## src/rtl/psk8_pkg.sv

```systemverilog
// psk8_pkg: shared 8-PSK types, default amplitudes, Gray<->position helpers and constellation lookup
package psk8_pkg;

   typedef logic [2:0]        psk8_sym_t;
   typedef logic signed [4:0] iq5_t;
   typedef enum logic {ST_IDLE, ST_TX} psk8_state_t;

   localparam int AMP_AXIS_DEF = 15;
   localparam int AMP_DIAG_DEF = 11;

   // Gray code -> angular position (0..7 in 45 degree steps); same ordering the RX slicer uses
   function automatic logic [2:0] gray2pos(input psk8_sym_t g);
      logic [2:0] p;
      p[2] = g[2];
      p[1] = g[2] ^ g[1];
      p[0] = p[1] ^ g[0];
      return p;
   endfunction

   function automatic psk8_sym_t pos2gray(input logic [2:0] p);
      return p ^ {1'b0, p[2:1]};
   endfunction

   // Returns {I,Q}; a is the on-axis magnitude, d the per-axis diagonal magnitude
   function automatic logic [9:0] psk8_map(input psk8_sym_t s, input iq5_t a, input iq5_t d);
      iq5_t i;
      iq5_t q;
      i = '0;
      q = '0;
      case (gray2pos(s))
         3'd0: begin i = a;  q = '0; end
         3'd1: begin i = d;  q = d;  end
         3'd2: begin i = '0; q = a;  end
         3'd3: begin i = -d; q = d;  end
         3'd4: begin i = -a; q = '0; end
         3'd5: begin i = -d; q = -d; end
         3'd6: begin i = '0; q = -a; end
         default: begin i = d; q = -d; end
      endcase
      return {i, q};
   endfunction

endpackage

```

## src/rtl/psk8_if.sv

```systemverilog
// psk8_if: byte-stream valid/ready handshake into the 8-PSK modulator
interface psk8_if;
   logic [7:0] s_data;
   logic       s_valid;
   logic       s_last;
   logic       s_ready;
   modport master (output s_data, s_valid, s_last, input s_ready);
   modport slave  (input s_data, s_valid, s_last, output s_ready);
endinterface

```

## src/rtl/psk8_bit_packer.sv

```systemverilog
// psk8_bit_packer: 10-bit MSB-aligned bit buffer turning bytes into 3-bit symbols, with end-of-frame padding
module psk8_bit_packer
   import psk8_pkg::*;
(
   input  logic      clk,
   input  logic      rst_n,
   psk8_if.slave     s,
   input  logic      sym_pop,
   output logic      sym_avail,
   output psk8_sym_t sym_data,
   output logic      buf_nonempty
);

   logic [9:0] r_buf;
   logic [3:0] r_bcnt;
   logic       r_last_pend;
   logic       w_accept;
   logic [3:0] w_pcnt;
   logic [9:0] w_pbuf;

   // Valid bits sit at the top of r_buf with zeros below, so a short final symbol is zero-padded for free
   assign s.s_ready    = (r_bcnt <= 4'd2) && !r_last_pend;
   assign w_accept     = s.s_valid && s.s_ready;
   assign sym_avail    = (r_bcnt >= 4'd3) || (r_last_pend && r_bcnt != 4'd0);
   assign sym_data     = r_buf[9:7];
   assign buf_nonempty = r_bcnt != 4'd0;
   assign w_pcnt       = sym_pop ? (r_bcnt >= 4'd3 ? r_bcnt - 4'd3 : 4'd0) : r_bcnt;
   assign w_pbuf       = sym_pop ? r_buf << 3 : r_buf;

   // Pop first, then append the accepted byte directly below the surviving bits
   always_ff @(posedge clk or negedge rst_n) begin
      if (!rst_n) begin
         r_buf       <= '0;
         r_bcnt      <= '0;
         r_last_pend <= 1'b0;
      end else begin
         r_buf       <= w_accept ? (w_pbuf | ({s.s_data, 2'b00} >> w_pcnt)) : w_pbuf;
         r_bcnt      <= w_accept ? w_pcnt + 4'd8 : w_pcnt;
         r_last_pend <= (w_accept && s.s_last) || (r_last_pend && w_pcnt != 4'd0);
      end
   end

endmodule

```

## src/rtl/psk8_modulator.sv

```systemverilog
// psk8_modulator: 8-PSK TX mapper (bytes -> Gray 8-PSK I/Q, SPS clocks per symbol); PSK8_DIFF_EN enables differential encoding
module psk8_modulator
   import psk8_pkg::*;
#(
   parameter int SPS      = 4,
   parameter int AMP_AXIS = AMP_AXIS_DEF,
   parameter int AMP_DIAG = AMP_DIAG_DEF
) (
   input  logic      clk,
   input  logic      rst_n,
   psk8_if.slave     s,
   output iq5_t      i_out,
   output iq5_t      q_out,
   output psk8_sym_t sym_out,
   output logic      out_valid,
   output logic      sym_strobe,
   output logic      busy
);

   psk8_state_t r_state, w_state_nx;
   logic [5:0]  r_cnt, w_cnt_nx;
   psk8_sym_t   r_sym, w_sym_nx, w_tx_sym, w_sym_data;
   logic        r_act, w_act_nx, r_first, w_first_nx;
   logic        w_sym_avail, w_pop, w_slot_free, w_buf_nonempty;
   iq5_t        w_i, w_q;

   psk8_bit_packer u_packer (
      .clk          (clk),
      .rst_n        (rst_n),
      .s            (s),
      .sym_pop      (w_pop),
      .sym_avail    (w_sym_avail),
      .sym_data     (w_sym_data),
      .buf_nonempty (w_buf_nonempty)
   );

   assign w_slot_free = (r_state == ST_IDLE) || (r_cnt == 6'(SPS - 1));
   assign w_pop       = w_slot_free && w_sym_avail;
   assign busy        = w_buf_nonempty || (r_state == ST_TX);

`ifdef PSK8_DIFF_EN
   logic [2:0] r_phase, w_phase_sum, w_phase_nx;
   assign w_phase_sum = r_phase + gray2pos(w_sym_data);
   assign w_tx_sym    = pos2gray(w_phase_sum);
   assign w_phase_nx  = w_pop ? w_phase_sum : (w_state_nx == ST_IDLE ? 3'd0 : r_phase);

   // Phase accumulator; restarts from 0 whenever the transmitter goes idle
   always_ff @(posedge clk or negedge rst_n) begin
      if (!rst_n) r_phase <= '0;
      else        r_phase <= w_phase_nx;
   end
`else
   assign w_tx_sym = w_sym_data;
`endif

   // Next state: load a symbol whenever the slot is free, otherwise hold or fall back to idle
   always_comb begin
      w_state_nx = r_state;
      w_cnt_nx   = r_cnt + 6'd1;
      w_sym_nx   = r_sym;
      w_act_nx   = r_act;
      w_first_nx = 1'b0;
      if (w_pop) begin
         w_state_nx = ST_TX;
         w_cnt_nx   = '0;
         w_sym_nx   = w_tx_sym;
         w_act_nx   = 1'b1;
         w_first_nx = 1'b1;
      end else if (w_slot_free) begin
         w_state_nx = ST_IDLE;
         w_cnt_nx   = '0;
         w_sym_nx   = '0;
         w_act_nx   = 1'b0;
      end
   end

   // FSM state and symbol registers
   always_ff @(posedge clk or negedge rst_n) begin
      if (!rst_n) begin
         r_state <= ST_IDLE;
         r_cnt   <= '0;
         r_sym   <= '0;
         r_act   <= 1'b0;
         r_first <= 1'b0;
      end else begin
         r_state <= w_state_nx;
         r_cnt   <= w_cnt_nx;
         r_sym   <= w_sym_nx;
         r_act   <= w_act_nx;
         r_first <= w_first_nx;
      end
   end

   assign {w_i, w_q} = psk8_map(r_sym, iq5_t'(AMP_AXIS), iq5_t'(AMP_DIAG));

   // Registered output stage driving the DAC path
   always_ff @(posedge clk or negedge rst_n) begin
      if (!rst_n) begin
         i_out      <= '0;
         q_out      <= '0;
         sym_out    <= '0;
         out_valid  <= 1'b0;
         sym_strobe <= 1'b0;
      end else begin
         i_out      <= r_act ? w_i : '0;
         q_out      <= r_act ? w_q : '0;
         sym_out    <= r_sym;
         out_valid  <= r_act;
         sym_strobe <= r_first;
      end
   end

endmodule
```

## src/flat_wrapper.sv

```systemverilog
// flat-port wrapper written by rule: the top's interface ports become plain ports
module psk8_modulator_flat import psk8_pkg::*;
#(
   parameter int SPS      = 4,
   parameter int AMP_AXIS = AMP_AXIS_DEF,
   parameter int AMP_DIAG = AMP_DIAG_DEF
)
  (clk, rst_n, i_out, q_out, sym_out, out_valid, sym_strobe, busy, s_s_data, s_s_valid, s_s_last, s_s_ready);
  psk8_if s_i ();
  input  logic clk;
  input  logic rst_n;
  output iq5_t i_out;
  output iq5_t q_out;
  output psk8_sym_t sym_out;
  output logic out_valid;
  output logic sym_strobe;
  output logic busy;
  input wire logic [$bits(s_i.s_data)-1:0] s_s_data;
  input wire logic [$bits(s_i.s_valid)-1:0] s_s_valid;
  input wire logic [$bits(s_i.s_last)-1:0] s_s_last;
  output wire logic [$bits(s_i.s_ready)-1:0] s_s_ready;
  assign s_i.s_data = s_s_data;
  assign s_i.s_valid = s_s_valid;
  assign s_i.s_last = s_s_last;
  assign s_s_ready = s_i.s_ready;
  psk8_modulator #(.SPS(SPS), .AMP_AXIS(AMP_AXIS), .AMP_DIAG(AMP_DIAG)) u_core (.clk(clk), .rst_n(rst_n), .s(s_i), .i_out(i_out), .q_out(q_out), .sym_out(sym_out), .out_valid(out_valid), .sym_strobe(sym_strobe), .busy(busy));
endmodule
```

## config.mk

```make
export PLATFORM = sky130hd
export DESIGN_NAME = psk8_modulator_flat
export DESIGN_NICKNAME = d
export VERILOG_FILES = /design/src/rtl/psk8_pkg.sv /design/src/rtl/psk8_if.sv /design/src/rtl/psk8_bit_packer.sv /design/src/rtl/psk8_modulator.sv /design/src/flat_wrapper.sv
export SDC_FILE = /design/constraint.sdc
export NUM_CORES = 1
export LEC_CHECK = 0
export ABC_AREA = 1
export ABC_CLOCK_PERIOD_IN_PS = 1700
export CAP_MARGIN = 5
export CORE_ASPECT_RATIO = 0.9
export CORE_MARGIN = 2
export CORE_UTILIZATION = 48
export CTS_CLUSTER_SIZE = 28
export DETAILED_ROUTE_END_ITERATION = 12
export PLACE_DENSITY = 0.75
export SYNTH_ARGS = -nofsm -noshare
export SYNTH_HDL_FRONTEND = slang
export SYNTH_SLANG_ARGS = --single-unit
```

## constraint.sdc

```tcl
create_clock -name clk -period 1.7 [get_ports clk]
set_input_delay 0.425 -clock clk [delete_from_list [all_inputs] [get_ports clk]]
set_output_delay 0.425 -clock clk [all_outputs]
set_load 0.01 [all_outputs]
```

**Yosys cells after proc, flatten, opt, wreduce, memory -nomap -nowiden**

Index checks and enable logic that the tools add are counted.

- Logic and storage cells: 64
- Flip-flop bits (word level): 41
- Memories kept: 0
- ROM bits: 0
- RAM bits: 0
- Output and inout port bits: 17
- Bits of input ports: 12
- Bits in latches: 0

- Reduce and logical (&&, ||, !) cells: 19
- Div/mod/pow operators: 0
- $lt $le $gt $ge: 2
- $mul: 0
- Bitwise operators: 4
- Eq/ne operators: 7
- Add/sub/neg operators: 3
- Shift-type cells: 1
- Muxes and demuxes: 16

Operators by type and width:

| operator | count |
|---|---|
| $pmux W5 S4 | 2 |
| $mux W10 | 2 |
| $mux W4 | 3 |
| $mux W6 | 2 |
| $mux W5 | 2 |
| $or A10 B10 Y10 | 1 |
| $shr A10 B4 Y10 | 1 |
| $eq A3 B3 Y1 const B | 3 |
| $reduce_bool A4 Y1 | 2 |
| $reduce_or A2 Y1 | 4 |
| $add A6 B1 Y6 const B | 1 |
| $eq A3 B2 Y1 const B | 2 |
| $eq A6 B2 Y1 const B | 1 |
| $logic_and A1 B1 Y1 | 6 |
| $mux W3 | 2 |
| $add A4 B4 Y4 const B | 1 |
| $ge A4 B2 Y1 const B | 1 |
| $le A4 B2 Y1 const B | 1 |
| $logic_or A1 B1 Y1 | 4 |
| $sub A4 B2 Y4 const B | 1 |
| $eq A3 B1 Y1 const B | 1 |
| $logic_not A3 Y1 | 1 |
| $mux W1 | 3 |
| $reduce_bool A2 Y1 | 1 |
| 3 further kinds | 4 |

**Depth between registers and ports, before layout**

- Depth in word-level cells: 8
- Depth in mapped cells: 15
- Depth with buffers taken out: 15

**Hierarchy**

A second synthesis with hierarchy kept.

- Cells, all modules: 249
- Area total of the unflattened synthesis: 2039.5 µm²

By module, submodules not included:

| module | area each (µm²) | times used | seq. area each (µm²) | cells each |
|---|---|---|---|---|
| psk8_bit_packer | 1104.8 | 1 | 375.4 | 157 |
| psk8_modulator | 934.6 | 1 | 600.6 | 92 |

**Worst setup path before layout**

No wires, ideal clock.

- Path kind: register to register
- From: reg u_core.u_packer.r_bcnt[0]
- To: reg u_core.u_packer.r_buf[7]
- Period minus slack after synthesis: 1.705 ns
- Data required time: 1.566 ns
- Library setup time: 0.134 ns
- Data arrival time: 1.572 ns
- Stages on the path, launching flop included: 14
- Buffers on the path: 0
- Setup slack: -0.005 ns
- Path through: dfrtp_1 -> inv_1 -> ha_1 -> inv_1 -> nand2_1 -> nand2_4 -> nand2_8 -> inv_2 -> nand2_1 -> o21ai_2 -> nand2_2 -> clkinv_2 -> nand3_1 -> o211ai_1

- Word-level cells in the longest chain between the ends: 8
- Elaborated cells between the ends (all ways): 15
- Those cells by class: 1 x add/sub; 2 x order compare; 1 x shift; 4 x mux; 1 x bitwise; 6 x reduce/logical

Ends and longest elaborated chain:

| element | RTL line | source |
|---|---|---|
| from (decl) | psk8_bit_packer.sv:15 | `logic [3:0] r_bcnt;` |
| from (signal assigned) | psk8_bit_packer.sv:38 | `r_bcnt <= w_accept ? w_pcnt + 4'd8 : w_pcnt;` |
| branches (longest 7 deep; another with $sub A4 B2 Y4) | n/a |  |
| $mux W10 (*) | psk8_bit_packer.sv:37 | `r_buf <= w_accept ? (w_pbuf \| ({s.s_data, 2'b00} >> w_pcnt)) : w_pbuf;` |
| to (signal assigned) | psk8_bit_packer.sv:37 |  |
| to (decl) | psk8_bit_packer.sv:14 | `logic [9:0] r_buf;` |

Mark *: on every way between the ends.
A chain may end at the register's enable or synchronous reset.

**Final worst setup path**

- From: reg u_core.u_packer.r_bcnt[1]
- To: reg u_core.u_packer.r_buf[0]

- Word-level cells in the longest chain between the ends: 8
- Elaborated cells between the ends (all ways): 15
- Those cells by class: 1 x add/sub; 2 x order compare; 1 x shift; 4 x mux; 1 x bitwise; 6 x reduce/logical

Ends and longest elaborated chain:

| element | RTL line | source |
|---|---|---|
| branches (longest 4 deep; another with $ge A4 B2 Y1) | n/a |  |
| $mux W4 (*) | psk8_bit_packer.sv:27 | `assign w_pcnt = sym_pop ? (r_bcnt >= 4'd3 ? r_bcnt - 4'd3 : 4'd0) : r_bcnt;` |
| named net u_core.u_packer.w_pcnt[0] | psk8_bit_packer.sv:18 | `logic [3:0] w_pcnt;` |
| $shr A10 B4 Y10 (*) | psk8_bit_packer.sv:37 |  |
| $or A10 B10 Y10 (*) | psk8_bit_packer.sv:37 |  |
| $mux W10 (*) | psk8_bit_packer.sv:37 |  |

Mark *: on every way through the listed nets, which the timed path passes.

==> results.md <==
- Status: complete, but fails checks
- Failing checks: negative setup slack
- Final Wtd Congestion: 0.9053
- Largest area contributor in the netlist: dfrtp_1
- Number of fillers in the final layout: 299
- Int Power: 3.585 mW
- Top-area cell type share of the netlist area: 0.4915
- Final min period: 1843 ps
- Yosys cell types: 30
- Type of origin of the critical path: flop
- Synth warn: 0
- Clk root buf: clkbuf_8
- Worst path required time: 1930 ps
- F_max: 0.5425 GHz
- Most used cell, CP: nand2_1
- Starting density of the core: 0.4941
- Net Sw Frac: 0.4467
- P_sw: 2.894 mW
- Total Routing Usage GR: 0.2035
- Register area: 975.9 um2
- Gr ovfl total: 0
- Avg Cell Area, Syn: 8.378 um2
- Num CTS Buffers: 5
- First-pass GRT wire length: 7369 um
- Area of the multi-input gates: 1070 um2
- Fin nets: 314
- Sequential area share after synthesis: 0.4915
- Setup tns final: -948.2 ps
- CTS Buffer Depth: 2
- Instance count of the mapped netlist: 237
- CP max FO: 7
- Drt pass-1 iters: 4
- Largest net degree at the start of global routing: 40
- Pwr dens: 2262 nW/um2
- Synthesis-to-finish area growth: 44.30%
- Tightest Pin Transition: 488.2 ps
- IO Count: 29
- Seq pwr share: 0.233
- ANT nets after route: 0
- Area of the die: 4668 um2
- Routed length per placed instance: 13.41 um
- Die height: 65.02 um
- Max-cap viol count: 0
- Buf/Inv on CP: 3
- Slew Limit Headroom: 0.6745
- Vias in the first global route: 1,703
- Dpl hpwl: 2963 um
- Port-buffer cells: 28
- Leak: 1.379 nW
- Crit path arrival time: 2070 ps
- Worst VDD drop: 1.632 mV
- Final core occ: 0.7130
- Pwr Total: 6.480 mW
- Vias per inst: 5.179
- Clock power frac: 0.118
- CP cell instances: buf_6 -> inv_6 -> ha_4 -> inv_2 -> nand2_2 -> nand2_4 -> nand2_8 -> nand2_8 -> nand2_8 -> nand2_1 -> nand2_2 -> nand2_1 -> a21oi_2 -> nand2_1 -> nand2_1
- Final Setup Violations: 13
- Initial antenna violation count: 0
- Drc violations: 0
- Chip Width: 71.80 um
- Setup ws final: -143.3 ps
- Core area: 4019 um2
- Share of layout cells above drive strength 1: 0.3211
- Final hold vios: 0
- ANT cells: 0
- Hold buffers post-CTS: 0
- Syn nets: 253
- Worst Setup End Kind: flop
- Cell area after synthesis: 1986 um2
- RSZ-0062 raised after global routing: true
- Routed WL: 4652 um
- Clock Skew: 2.125 ps
- Final Max Slew Viols: 0
- Synth area leaders: dfrtp_1 (49%), nand2_1 (12%), nand3_1 (6.0%)
- Row count: 22
- Crit-path leading delay family: simple AND/OR/NAND/NOR gates
- Vias post-DR: 1,797
- CTS H-Tree Depth: 2
- Final worst path period share: 1.084
- Combinational share of power: 0.649
- Reg clk slew, reported paths: 80 ps
- Seq cells post-synth: 39
- TritonCTS sink count: 39
- CP max stage delay: 410 ps
- Worst R2R Setup Slack: -140 ps
- Crit Path Class: flop to flop
- Hold crit path type: primary input to asynchronous set/reset pin
- Worst-Skew Late Latency: 280 ps
- Critical path's slowest cell: dfrtp_1
- CTS tree: yes
- 1st-iter DRT viols: 78
## area by class of cell
type                            count  area share
Sequential cell                    39      0.3406
Multi-Input combinational cell    168      0.3734
Clock inverter                      3     0.01528
Tap cell                           48     0.02096
Clock buffer                        5     0.02402
Timing Repair Buffer               59      0.1878
Inverter                           25     0.03799
## worst paths after layout
kind | from | to | depth (start not counted)
setup / recovery | u_core.u_packer.r_bcnt[1] | u_core.u_packer.r_buf[0] | 15
hold / removal | rst_n | u_core.r_cnt[3] | 2
setup reg to reg | u_core.u_packer.r_bcnt[1] | u_core.u_packer.r_buf[0] | 15
hold reg to reg | u_core.r_first | u_core.sym_strobe | 0
max in group asynchronous | rst_n | u_core.u_packer.r_buf[0] | 2
min in group clk | u_core.r_first | u_core.sym_strobe | 0
## timing repair
action,4_1_cts,5_1_grt
gates cloned,0,0
resized for setup,34,37
pin swaps,10,14
setup buffers,5,7
hold endpoints to repair,0,0
endpoints found under the setup margin,13,15
## power by group through the flow
stage	Combinational (mW)	Clock (mW)	Sequential [mW]
floorplan	1.97	0	1.57
global placement	3.11	0	1.50
detailed placement	3.14	0	1.53
CTS	3.52	0.782	1.51
global route	4.62	0.829	1.55
finish	4.21	0.763	1.51
## flip-flops by register name (all words and copies together) (netlist names)
register                     count
u_core.u_packer.r_buf           10
u_core.r_cnt                     6
u_core.i_out                     4
u_core.q_out                     4
u_core.u_packer.r_bcnt           4
u_core.r_sym                     3
u_core.sym_out                   3
u_core.out_valid                 1
u_core.r_act                     1
u_core.r_first                   1
u_core.sym_strobe                1
u_core.u_packer.r_last_pend      1
## routing by layer
metal	up-vias	share of wire	track usage
met3	6	0.038	0.04666
met4	0	0.016	0.06132
met5	-	0	0
li1	886	-	-
met2	52	0.51	0.3704
met1	853	0.44	0.2370
## cells in the final DEF, fill, tap and decap left out, types with 2 or more instances in the layout
cell type	netlist	layout
nand2_1	64	55
dfrtp_1	39	39
clkdlybuf4s50_1	0	25
buf_4	2	22
nor2_1	22	19
inv_1	19	16
nand3_1	24	15
nand2_2	7	11
nand3_2	1	10
buf_6	0	10
o21ai_0	12	8
nand2_4	6	7
inv_2	5	5
nand2_8	1	5
clkbuf_8	0	5
nor3_1	3	3
a21oi_1	5	3
nor2_2	0	3
o211ai_1	3	3
o21bai_1	3	3
nor2_4	2	2
inv_6	0	2
nor3b_1	2	2
o21ai_1	0	2
inv_4	0	2
a21oi_2	0	2
o21ai_2	1	2
a211oi_1	2	2
ha_1	4	2
ha_4	0	2
buf_2	1	2
## metrics by stage
stage / setup slack, ps / hold WS [ps] / instance area, um2 / std cells
finish: -143.3 / 184.9 / 2865 / 347
global placement: -65.58 / 334.0 / 2444 / 328
CTS: -27.57 / 189.8 / 2673 / 341
detailed placement: -93.17 / 334.7 / 2444 / 328
floorplan: 50.07 / 129.4 / 1986 / 237
global route: -270.1 / 206.4 / 2865 / 347
## synth_stat cells
cell type	instances
a211oi_1	2
a21oi_1	5
a22o_1	1
and3_1	1
buf_2	1
buf_4	2
clkbuf_1	2
clkinv_2	1
dfrtp_1	39
ha_1	4
inv_1	19
inv_2	5
nand2_1	64
nand2_2	7
nand2_4	6
nand2_8	1
nand3_1	24
nand3_2	1
nand4_1	1
nor2_1	22
nor2_4	2
nor3_1	3
nor3b_1	2
o211ai_1	3
o21a_1	1
o21ai_0	12
o21ai_2	1
o21bai_1	3
xnor2_1	1
xor2_1	1
## kinds of logic after synthesis
logic type,after synthesis,share of synthesized area
buf+inv,30,0.06175
compound gates,28,0.08569
xor+xnor,2,0.008823
simple gates,134,0.3270
flops,39,0.4915
fa+ha+maj,4,0.02521
No activity file was read; power rests on OpenSTA's default activity.
